`src/rtl/dma_xfer_engine.sv`:
```
// Single-channel DMA transfer engine: copies data_len words from src to dst, one read and one
// write at a time, over a request/handshake memory port.
module dma_xfer_engine #(
    parameter int unsigned WIDTH = 8
) (
    input  logic             clk,
    input  logic             arst_n,
    input  logic             start,
    input  logic [WIDTH-1:0] src_addr,
    input  logic [WIDTH-1:0] dst_addr,
    input  logic [WIDTH-1:0] data_len,
    output logic             mem_rd_req,
    output logic [WIDTH-1:0] mem_rd_addr,
    input  logic             mem_rd_valid,
    input  logic [WIDTH-1:0] mem_rd_data,
    output logic             mem_wr_req,
    output logic [WIDTH-1:0] mem_wr_addr,
    output logic [WIDTH-1:0] mem_wr_data,
    input  logic             mem_wr_ack,
    output logic             busy,
    output logic             done,
    output logic [WIDTH-1:0] xfer_count
);

    typedef enum logic [1:0] {
        StIdle = 2'd0,
        StRd   = 2'd1,
        StWr   = 2'd2,
        StDone = 2'd3
    } state_e;

    state_e           state_q, state_d;
    logic [WIDTH-1:0] src_q, src_d;
    logic [WIDTH-1:0] dst_q, dst_d;
    logic [WIDTH-1:0] len_q, len_d;
    logic [WIDTH-1:0] buf_q, buf_d;
    logic [WIDTH-1:0] count_q, count_d;
    logic [WIDTH-1:0] count_inc;

    // Reset input is active-high despite its name.
    always_ff @(posedge clk or posedge arst_n) begin
        if (arst_n) begin
            state_q <= StIdle;
            src_q   <= '0;
            dst_q   <= '0;
            len_q   <= '0;
            buf_q   <= '0;
            count_q <= '0;
        end else begin
            state_q <= state_d;
            src_q   <= src_d;
            dst_q   <= dst_d;
            len_q   <= len_d;
            buf_q   <= buf_d;
            count_q <= count_d;
        end
    end

    assign count_inc = count_q + WIDTH'(1);

    always_comb begin
        state_d = state_q;
        src_d   = src_q;
        dst_d   = dst_q;
        len_d   = len_q;
        buf_d   = buf_q;
        count_d = count_q;
        unique case (state_q)
            StIdle: begin
                if (start) begin
                    src_d   = src_addr;
                    dst_d   = dst_addr;
                    len_d   = data_len;
                    count_d = '0;
                    state_d = (data_len != '0) ? StRd : StDone;
                end
            end
            StRd: begin
                if (mem_rd_valid) begin
                    buf_d   = mem_rd_data;
                    state_d = StWr;
                end
            end
            StWr: begin
                if (mem_wr_ack) begin
                    // Pointers wrap modulo 2^WIDTH by plain overflow.
                    src_d   = src_q + WIDTH'(1);
                    dst_d   = dst_q + WIDTH'(1);
                    count_d = count_inc;
                    state_d = (count_inc == len_q) ? StDone : StRd;
                end
            end
            StDone: begin
                state_d = StIdle;
            end
            default: begin
                state_d = StIdle;
            end
        endcase
    end

    assign mem_rd_req  = (state_q == StRd);
    assign mem_wr_req  = (state_q == StWr);
    assign mem_rd_addr = src_q;
    assign mem_wr_addr = dst_q;
    assign mem_wr_data = buf_q;
    assign busy        = (state_q != StIdle);
    assign done        = (state_q == StDone);
    assign xfer_count  = count_q;

endmodule

```
`config.mk`:
```
export PLATFORM = sky130hd
export DESIGN_NAME = dma_xfer_engine
export DESIGN_NICKNAME = d
export VERILOG_FILES = /design/src/rtl/dma_xfer_engine.sv
export SDC_FILE = /design/constraint.sdc
export NUM_CORES = 1
export LEC_CHECK = 0
export BUFFER_PORTS_ARGS = -buffer_cell sky130_fd_sc_hd__buf_2
export CAP_MARGIN = 20
export CORE_UTILIZATION = 50
export CTS_CLUSTER_SIZE = 10
export DETAILED_ROUTE_END_ITERATION = 8
export PLACE_DENSITY_LB_ADDON = 0.2
export SYNTH_ARGS = -nofsm -noshare
export SYNTH_HDL_FRONTEND = slang
export SYNTH_SLANG_ARGS = --single-unit
```
`constraint.sdc`:
```
create_clock -name clk -period 2 [get_ports clk]
set_input_delay 0.2 -clock clk [delete_from_list [all_inputs] [get_ports clk]]
set_output_delay 0.2 -clock clk [all_outputs]
set_load 0.02 [all_outputs]
```
# Yosys cells after proc, flatten, opt, wreduce, memory -nomap -nowiden
# Index checks and enable logic that the tools add are counted.
[totals] ff_bits=42 latch_bits=0 ram_bits=0 mem_bits_ro=0 input_bits=37 memories=0
[classes] addsub=3 mul=0 div_mod_pow=0 n_lt_le_gt_ge=0 n_eq_ne=7 n_shift=0 muxes=15 n_bitwise=0 n_reduce_logical=8
[op_table] cell="$mux W8" count=6
[op_table] cell="$pmux W8 S2" count=3
[op_table] cell="$add A8 B1 Y8 const B" count=3
[op_table] cell="$mux W2" count=5
[op_table] cell="$eq A8 B8 Y1" count=1
[op_table] cell="$pmux W2 S4" count=1
[op_table] cell="$reduce_bool A8 Y1" count=1
[op_table] cell="$reduce_and A3 Y1" count=2
[op_table] cell="$eq A2 B2 Y1 const B" count=2
[op_table] cell="$ne A2 B1 Y1 const B" count=2
[op_table] cell="$reduce_and A2 Y1" count=2
[op_table] cell="$reduce_bool A2 Y1" count=2
[op_table] cell="$eq A2 B1 Y1 const B" count=1
[op_table] cell="$logic_not A2 Y1" count=1
[op_table] cell="$ne A2 B2 Y1 const B" count=1

# Longest topological paths before layout
# Gate-level depths: netlist of the first run.
[logic_depth] depth_word=5 ltp_mapped=8 mapped_depth_nobuf=6

# Least setup slack after synthesis of the first run
# OpenSTA, ideal clock, no wires.
[synth_timing] kind="flip-flop to flip-flop" start="register count_q[0] (netlist: xfer_count[0])" end="register state_q[1]" setup_time_ns=0.092 arrival_time_ns=1.550 setup_slack_ns=0.358 stages_incl_launch_ff=7 path_buffers=0 synth_period_minus_slack_ns=1.642 path_cell_list="dfrtp_1 > ha_1 > and3_1 > xnor2_1 > a21oi_1 > a21oi_1 > o31ai_2"
[synth_via] elab_chain_cells=5
[synth_lines] element="from (decl)" line="37" rtl="logic [WIDTH-1:0] count_q, count_d;"
[synth_lines] element="from (signal assigned)" line="55" rtl="count_q <= count_d;"
[synth_lines] element="$add A8 B1 Y8" line="59" rtl="assign count_inc = count_q + WIDTH'(1);"
[synth_lines] element="$eq A8 B8 Y1" line="90" rtl="state_d = (count_inc == len_q) ? StDone : StRd;"
[synth_lines] element="$mux W2" line="90"
[synth_lines] element="$mux W2" line="85" rtl="if (mem_wr_ack) begin"
[synth_lines] element="$pmux W2 S4" line="68" rtl="unique case (state_q)"
[synth_lines] element="to (signal assigned)" line="43" rtl="state_q <= StIdle;"
[synth_lines] element="to (signal assigned)" line="50" rtl="state_q <= state_d;"
[synth_lines] element="to (decl)" line="32" rtl="state_e state_q, state_d;"
# Every way passes these cells. The select of a mux whose other input is x is not followed.
# A chain may end at the register's enable or synchronous reset.

# Worst setup path in the final report of the first run
# Ends and elaborated chain as after synthesis.

==> results.cfg, run 1 <==
[global_routing]
grt_first_pass_wirelength_mm = 8.65
grt_pass1_vias = 1940
grtUsageTotal = 0.221
grt_max_degree = 43
grt_antenna_before_repair = 0
grt_remaining_overflow = 0

[worst_setup_path]
reg2reg_to = state_q[1]$_DFFE_PP0P_
path_class = register to register
cp-start-kind = register
path_max_fanout = 6
crit_required_ps = 2160
r2r_start = xfer_count[0]$_DFFE_PP0P_
arrival_ps = 1880
end_kind = register
r2r_slack_ps = 280
reg2reg_depth = 6

[die]
initial_utilization = 0.520
coreArea_um2 = 4320
die_area_um2 = 4770
ioPinCount = 73
fp-row-count = 24
fp.dieW_um = 69.0
die_height_um = 69.0

[synth]
syn-cell-area_um2 = 2250
synthCells = 232
syn_avg_cell_area_um2 = 9.69
synth-seq-area-share = 0.468
yosysWarnings = 0
synth-edff-count = 0
synthFlopType = dfrtp_1
syn-num-nets = 272
yosysUniqueCellTypes = 44
async_flop_share = 1.00
ys_ff_latch = 42

[finish]
nNetsFinal = 344
synthToLayoutAreaGrowth_pct = 22.1
drive_gt1_frac = 0.363
fillers = 373
diodes = 0
regArea_um2 = 1050
instances_no_fill = 355
fin_util = 0.635
multi_input_area_um2 = 1110

[timing]
setup_tns_ps = 0
hold_viol_final = 0
clock.fmax_mhz = 580
finClkSkew_ps = 9.08
finalCritPeriodShare = 0.862
relSlewSlack = 0.642
period_minus_slack_ps = 1720
setup_ws_ps = 277
setup_violations = 0
drv_slew = 0
worst_pin_slew_ps = 537
rsz0062_at_grt = false
hold-worst-slack_ps = 26.5

[clock_network]
ctsResizeCount = 0
cts_tree = built
cts_max_level = 2
cts-buffers-inserted = 5
cts_hold_buf = 0
clockBufferDepth = 2
clockRootBuffer = clkbuf_8
clk_pin_slew_worst_paths_ps = 80
cts.sinks = 42
clk_latency_ps = 290
cts_setup_buffers = 0

[power]
combPwrFrac = 0.493
ir_drop_mv = 0.843
p_sw_frac = 0.433
power_frac_clock = 0.129
p_leak_nw = 1.28
p_seq_frac = 0.378
internal-power_mw = 2.33
p_per_area_nw_per_um2 = 1500
p_switching_mw = 1.78

[drt]
viasPerCell = 5.61
ant_nets = 0
drt-total-wl_mm = 4.95
first_pass_iters = 4
route.detailed.wl_per_inst_um = 13.9
drc_errors = 0
drtIter0Drc = 127
vias = 1990

[placed_design]
place_congestion = 0.800
dp.cells = 349
hpwl_mm = 3.61
post-place-ws_ps = 290
io_buffers = 72

[run_status]
outcome = finished, final reports clean

[flow_run]
maxCapViolations = 0

[hold_path]
min_path_type = primary input to async pin
per-layer routing:
metal / up-vias / wire (µm) / part of all wire / global-route usage
met5: - / 0 / 0 / 0
met2: 66 / 2370 / 0.48 / 0.357
met3: 8 / 285 / 0.058 / 0.0570
met4: 0 / 77 / 0.016 / 0.0658
li1: 976 / - / - / -
met1: 940 / 2220 / 0.45 / 0.291
synth_stat cells, types with 3 or more instances:
cell type | number | area, µm²
dfrtp_1 | 42 | 1050
buf_2 | 8 | 40.0
nand2b_1 | 4 | 25.0
nor4_1 | 3 | 18.8
o21ai_0 | 12 | 60.1
nor2_1 | 24 | 90.1
xor2_1 | 3 | 26.3
ha_1 | 3 | 37.5
o22ai_1 | 3 | 18.8
nand2_1 | 18 | 67.6
mux2_2 | 16 | 180
and3_1 | 3 | 18.8
xnor2_1 | 7 | 61.3
o21ai_1 | 11 | 55.1
nand3_1 | 10 | 50.1
nor3_1 | 3 | 15.0
a21oi_1 | 19 | 95.1
a31oi_1 | 7 | 43.8
layout make-up:
cell class              instances  area share
inverters                       3     0.00410
flip-flops and latches         42       0.383
clock buffers                   6      0.0301
well taps                      52      0.0237
multi-input cells             173       0.404
repair buffers                 79       0.155
layout by cell type (no fill, tap or decap), types with 10 or more instances in the layout:
cell type,netlist,layout
a21oi_1,19,18
buf_2,8,72
dfrtp_1,42,42
mux2_2,16,16
nand2_1,18,18
nand3_1,10,10
nor2_1,24,24
o21ai_0,12,12
o21ai_1,11,11
power by group through the flow:
| stage | Clock, mW | Sequential [mW] | Combinational [mW] |
|---|---|---|---|
| 3_3_place_gp | 0 | 1.55 | 1.99 |
| 3_5_place_dp | 0 | 1.57 | 2.03 |
| 4_1_cts | 0.546 | 1.55 | 2.04 |
| 2_1_floorplan | 0 | 1.81 | 1.14 |
| 5_1_grt | 0.577 | 1.62 | 2.23 |
| 6_report | 0.531 | 1.56 | 2.03 |
flip-flops by register name, summed over array words and instances, names as in the netlist:
| signal | count |
|---|---|
| len_q | 8 |
| mem_rd_addr | 8 |
| mem_wr_addr | 8 |
| mem_wr_data | 8 |
| state_q | 2 |
| xfer_count | 8 |
cells by family (layout without fill, tap and decap cells):
logic type | after synthesis | count (layout) | synth area share
simple gates | 76 | 76 | 0.169
compound gates | 67 | 67 | 0.180
flops | 42 | 42 | 0.468
mux | 17 | 17 | 0.0846
buf+inv | 17 | 88 | 0.0429
xor+xnor | 10 | 10 | 0.0390
fa+ha+maj | 3 | 3 | 0.0167
worst max-delay path, stage by stage (launching register included):
cell and delay, ps:
dfrtp_1 440, ha_1 290, and3_1 250, a211oi_1 260, a21oi_1 70, a21oi_1 190, o31ai_2 100
worst max-delay path by stage:
stage,from,to,slack (ps),cells past startpoint
floorplan,xfer_count[0]$_DFFE_PP0P_,state_q[1]$_DFFE_PP0P_,360,6
global placement,xfer_count[0]$_DFFE_PP0P_,state_q[1]$_DFFE_PP0P_,380,6
detailed placement,xfer_count[0]$_DFFE_PP0P_,state_q[1]$_DFFE_PP0P_,290,6
CTS,xfer_count[0]$_DFFE_PP0P_,state_q[1]$_DFFE_PP0P_,290,6
global route,xfer_count[0]$_DFFE_PP0P_,state_q[1]$_DFFE_PP0P_,140,6
finish,xfer_count[0]$_DFFE_PP0P_,state_q[1]$_DFFE_PP0P_,280,6
metrics by stage:
| step | power (mW) | area (µm²) |
|---|---|---|
| 2_1_floorplan | 2.95 | 2250 |
| 3_3_place_gp | 3.54 | 2660 |
| 3_5_place_dp | 3.60 | 2660 |
| 4_1_cts | 4.14 | 2740 |
| 5_1_grt | 4.42 | 2740 |
| 6_report | 4.12 | 2740 |
Note: power is estimated with default switching activity, not from simulation.
==> run 2: changes to the inputs <==
--- a/config.mk
+++ b/config.mk
@@ -10,7 +10,9 @@
 export CORE_UTILIZATION = 50
 export CTS_CLUSTER_SIZE = 10
 export DETAILED_ROUTE_END_ITERATION = 8
+export MAX_ROUTING_LAYER = met4
 export PLACE_DENSITY_LB_ADDON = 0.2
+export SLEW_MARGIN = 10
 export SYNTH_ARGS = -nofsm -noshare
 export SYNTH_HDL_FRONTEND = slang
 export SYNTH_SLANG_ARGS = --single-unit
==> constraint.sdc (replaced) <==
create_clock -name clk -period 1.6 [get_ports clk]
set_input_delay 0.16 -clock clk [delete_from_list [all_inputs] [get_ports clk]]
set_output_delay 0.16 -clock clk [all_outputs]
set_load 0.02 [all_outputs]
==> run 2 against run 1 <==
Against the previous run:
- critical endpoint is now len_q[3]$_DFFE_PP0P_
- the run now ends with hold timing left
- fmax rose by 12%
- register-to-register slack got worse by 220 ps
- critical path depth fell by 3
- critical path type unchanged
- wire length rose by 3.5%
- non-clock buffer count rose by 11
==> results.cfg, run 2 (synthesis results as in run 1) <==
[run_status]
outcome = finished, violations left
violations = hold timing

[power]
p_sw_frac = 0.429
p_switching_mw = 2.29
power_frac_clock = 0.133
p_per_area_nw_per_um2 = 1870
combPwrFrac = 0.505
internal-power_mw = 3.05
p_seq_frac = 0.362
ir_drop_mv = 1.40
p_total_mw = 5.34
p_leak_nw = 1.34

[hold_path]
min_path_type = primary input to async pin

[timing]
hold-worst-slack_ps = -11.4
finClkSkew_ps = 9.81
hold_viol_final = 31
clock.fmax_mhz = 649
setup_violations = 0
drv_slew = 0
finalCritPeriodShare = 0.963
worst_pin_slew_ps = 541
relSlewSlack = 0.639
period_minus_slack_ps = 1540
setup_tns_ps = 0

[clock_network]
clockBufferDepth = 2
clockRootBuffer = clkbuf_8
cts_max_level = 2
clk_latency_ps = 300
cts_tree = built
clk_pin_slew_worst_paths_ps = 80
cts-buffers-inserted = 5
cts.sinks = 42

[worst_setup_path]
crit_required_ps = 1770
path_max_fanout = 10
arrival_ps = 1710
end_kind = register
path_class = register to register
cp-start-kind = register

[drt]
vias = 2028
ant_nets = 0
drtIter0Drc = 132
route.detailed.wl_per_inst_um = 13.9
drt-total-wl_mm = 5.12
viasPerCell = 5.51
first_pass_iters = 4
drc_errors = 0

[placed_design]
io_buffers = 72
hpwl_mm = 3.65
place_congestion = 0.851
placed_area_um2 = 2700

[finish]
diodes = 0
stdcell_area_um2 = 2860
drive_gt1_frac = 0.392
fin_util = 0.661
nNetsFinal = 355
fillers = 373
final_common_cell = buf_2
final_cell_mix = buf_2, dfrtp_1, nor2_1, nand2_1, a21oi_1
synthToLayoutAreaGrowth_pct = 27.1

[die]
ioPinCount = 73
coreArea_um2 = 4320
fp-row-count = 24
die_area_um2 = 4770
die_height_um = 69.0
fp.dieW_um = 69.0
initial_utilization = 0.520

[global_routing]
grt_first_pass_wirelength_mm = 8.63
grt_pass1_vias = 1974
grt_max_degree = 43
grt_antenna_before_repair = 0
grtUsageTotal = 0.230
grt_remaining_overflow = 0

[flow_run]
maxCapViolations = 0
-- run 2: changes by cell type in the layout (fill, tap and decap cells not counted), sizes merged --
cell,change
clkinv,+1
clkbuf,+1
buf,+11
-- run 2: worst max-delay path: stages (launching register included) --
cell,delay (ps)
dfrtp_1,460
nor3b_2,340
buf_4,260
mux2_2,350
-- run 2: final cells by class --
type,instances,area (µm²),area share
Clock buffer,7,86.3,0.0302
Clock inverter,1,5.00,0.00175
Inverter,3,13.8,0.00482
Multi-Input combinational cell,173,1130,0.395
Sequential cell,42,1050,0.368
Tap cell,52,65.1,0.0228
Timing Repair Buffer,90,507,0.177
-- run 2: layer usage --
layer	wire length, µm	part of all wire	up-vias	track usage
met5	0	0	-	-
met3	248	0.048	8	0.0439
li1	-	-	999	-
met4	72	0.014	0	0.0771
met2	2360	0.46	64	0.358
met1	2430	0.48	957	0.303
-- run 2: what timing repair did --
item | CTS | global route
pin swaps | 0 | 1
gates cloned | 0 | 0
resized for setup | 1 | 5
buffers inserted | 0 | 4
hold buffers | 0 | 0
endpoints found under the setup margin | 1 | 9
-- run 2: final timing paths --
path | slack, ps | start | cells past startpoint | end
max in group asynchronous | 1240 | arst_n | 3 | len_q[7]$_DFFE_PP0P_
min | -10 | arst_n | 3 | mem_wr_data[0]$_DFFE_PP0P_
max | 60 | state_q[1]$_DFFE_PP0P_ | 3 | len_q[3]$_DFFE_PP0P_
max reg2reg | 60 | state_q[1]$_DFFE_PP0P_ | 3 | len_q[3]$_DFFE_PP0P_
min in group clk | 80 | mem_rd_valid | 2 | state_q[0]$_DFFE_PP0P_
min reg2reg | 500 | mem_wr_data[6]$_DFFE_PP0P_ | 1 | mem_wr_data[6]$_DFFE_PP0P_
-- run 2: metrics by stage --
stage	setup slack [ps]	instances
floorplan	9.31	232
global placement	104	356
detailed placement	48.0	356
CTS	11.1	364
global route	-20.8	368
finish	59.3	368
-- run 2: power by group through the flow --
stage | sequential (mW) | combinational (mW) | clock, mW
global route | 2.01 | 2.99 | 0.760
finish | 1.94 | 2.70 | 0.709
floorplan | 2.26 | 1.42 | 0
global placement | 1.92 | 2.53 | 0
CTS | 1.92 | 2.59 | 0.727
detailed placement | 1.94 | 2.58 | 0
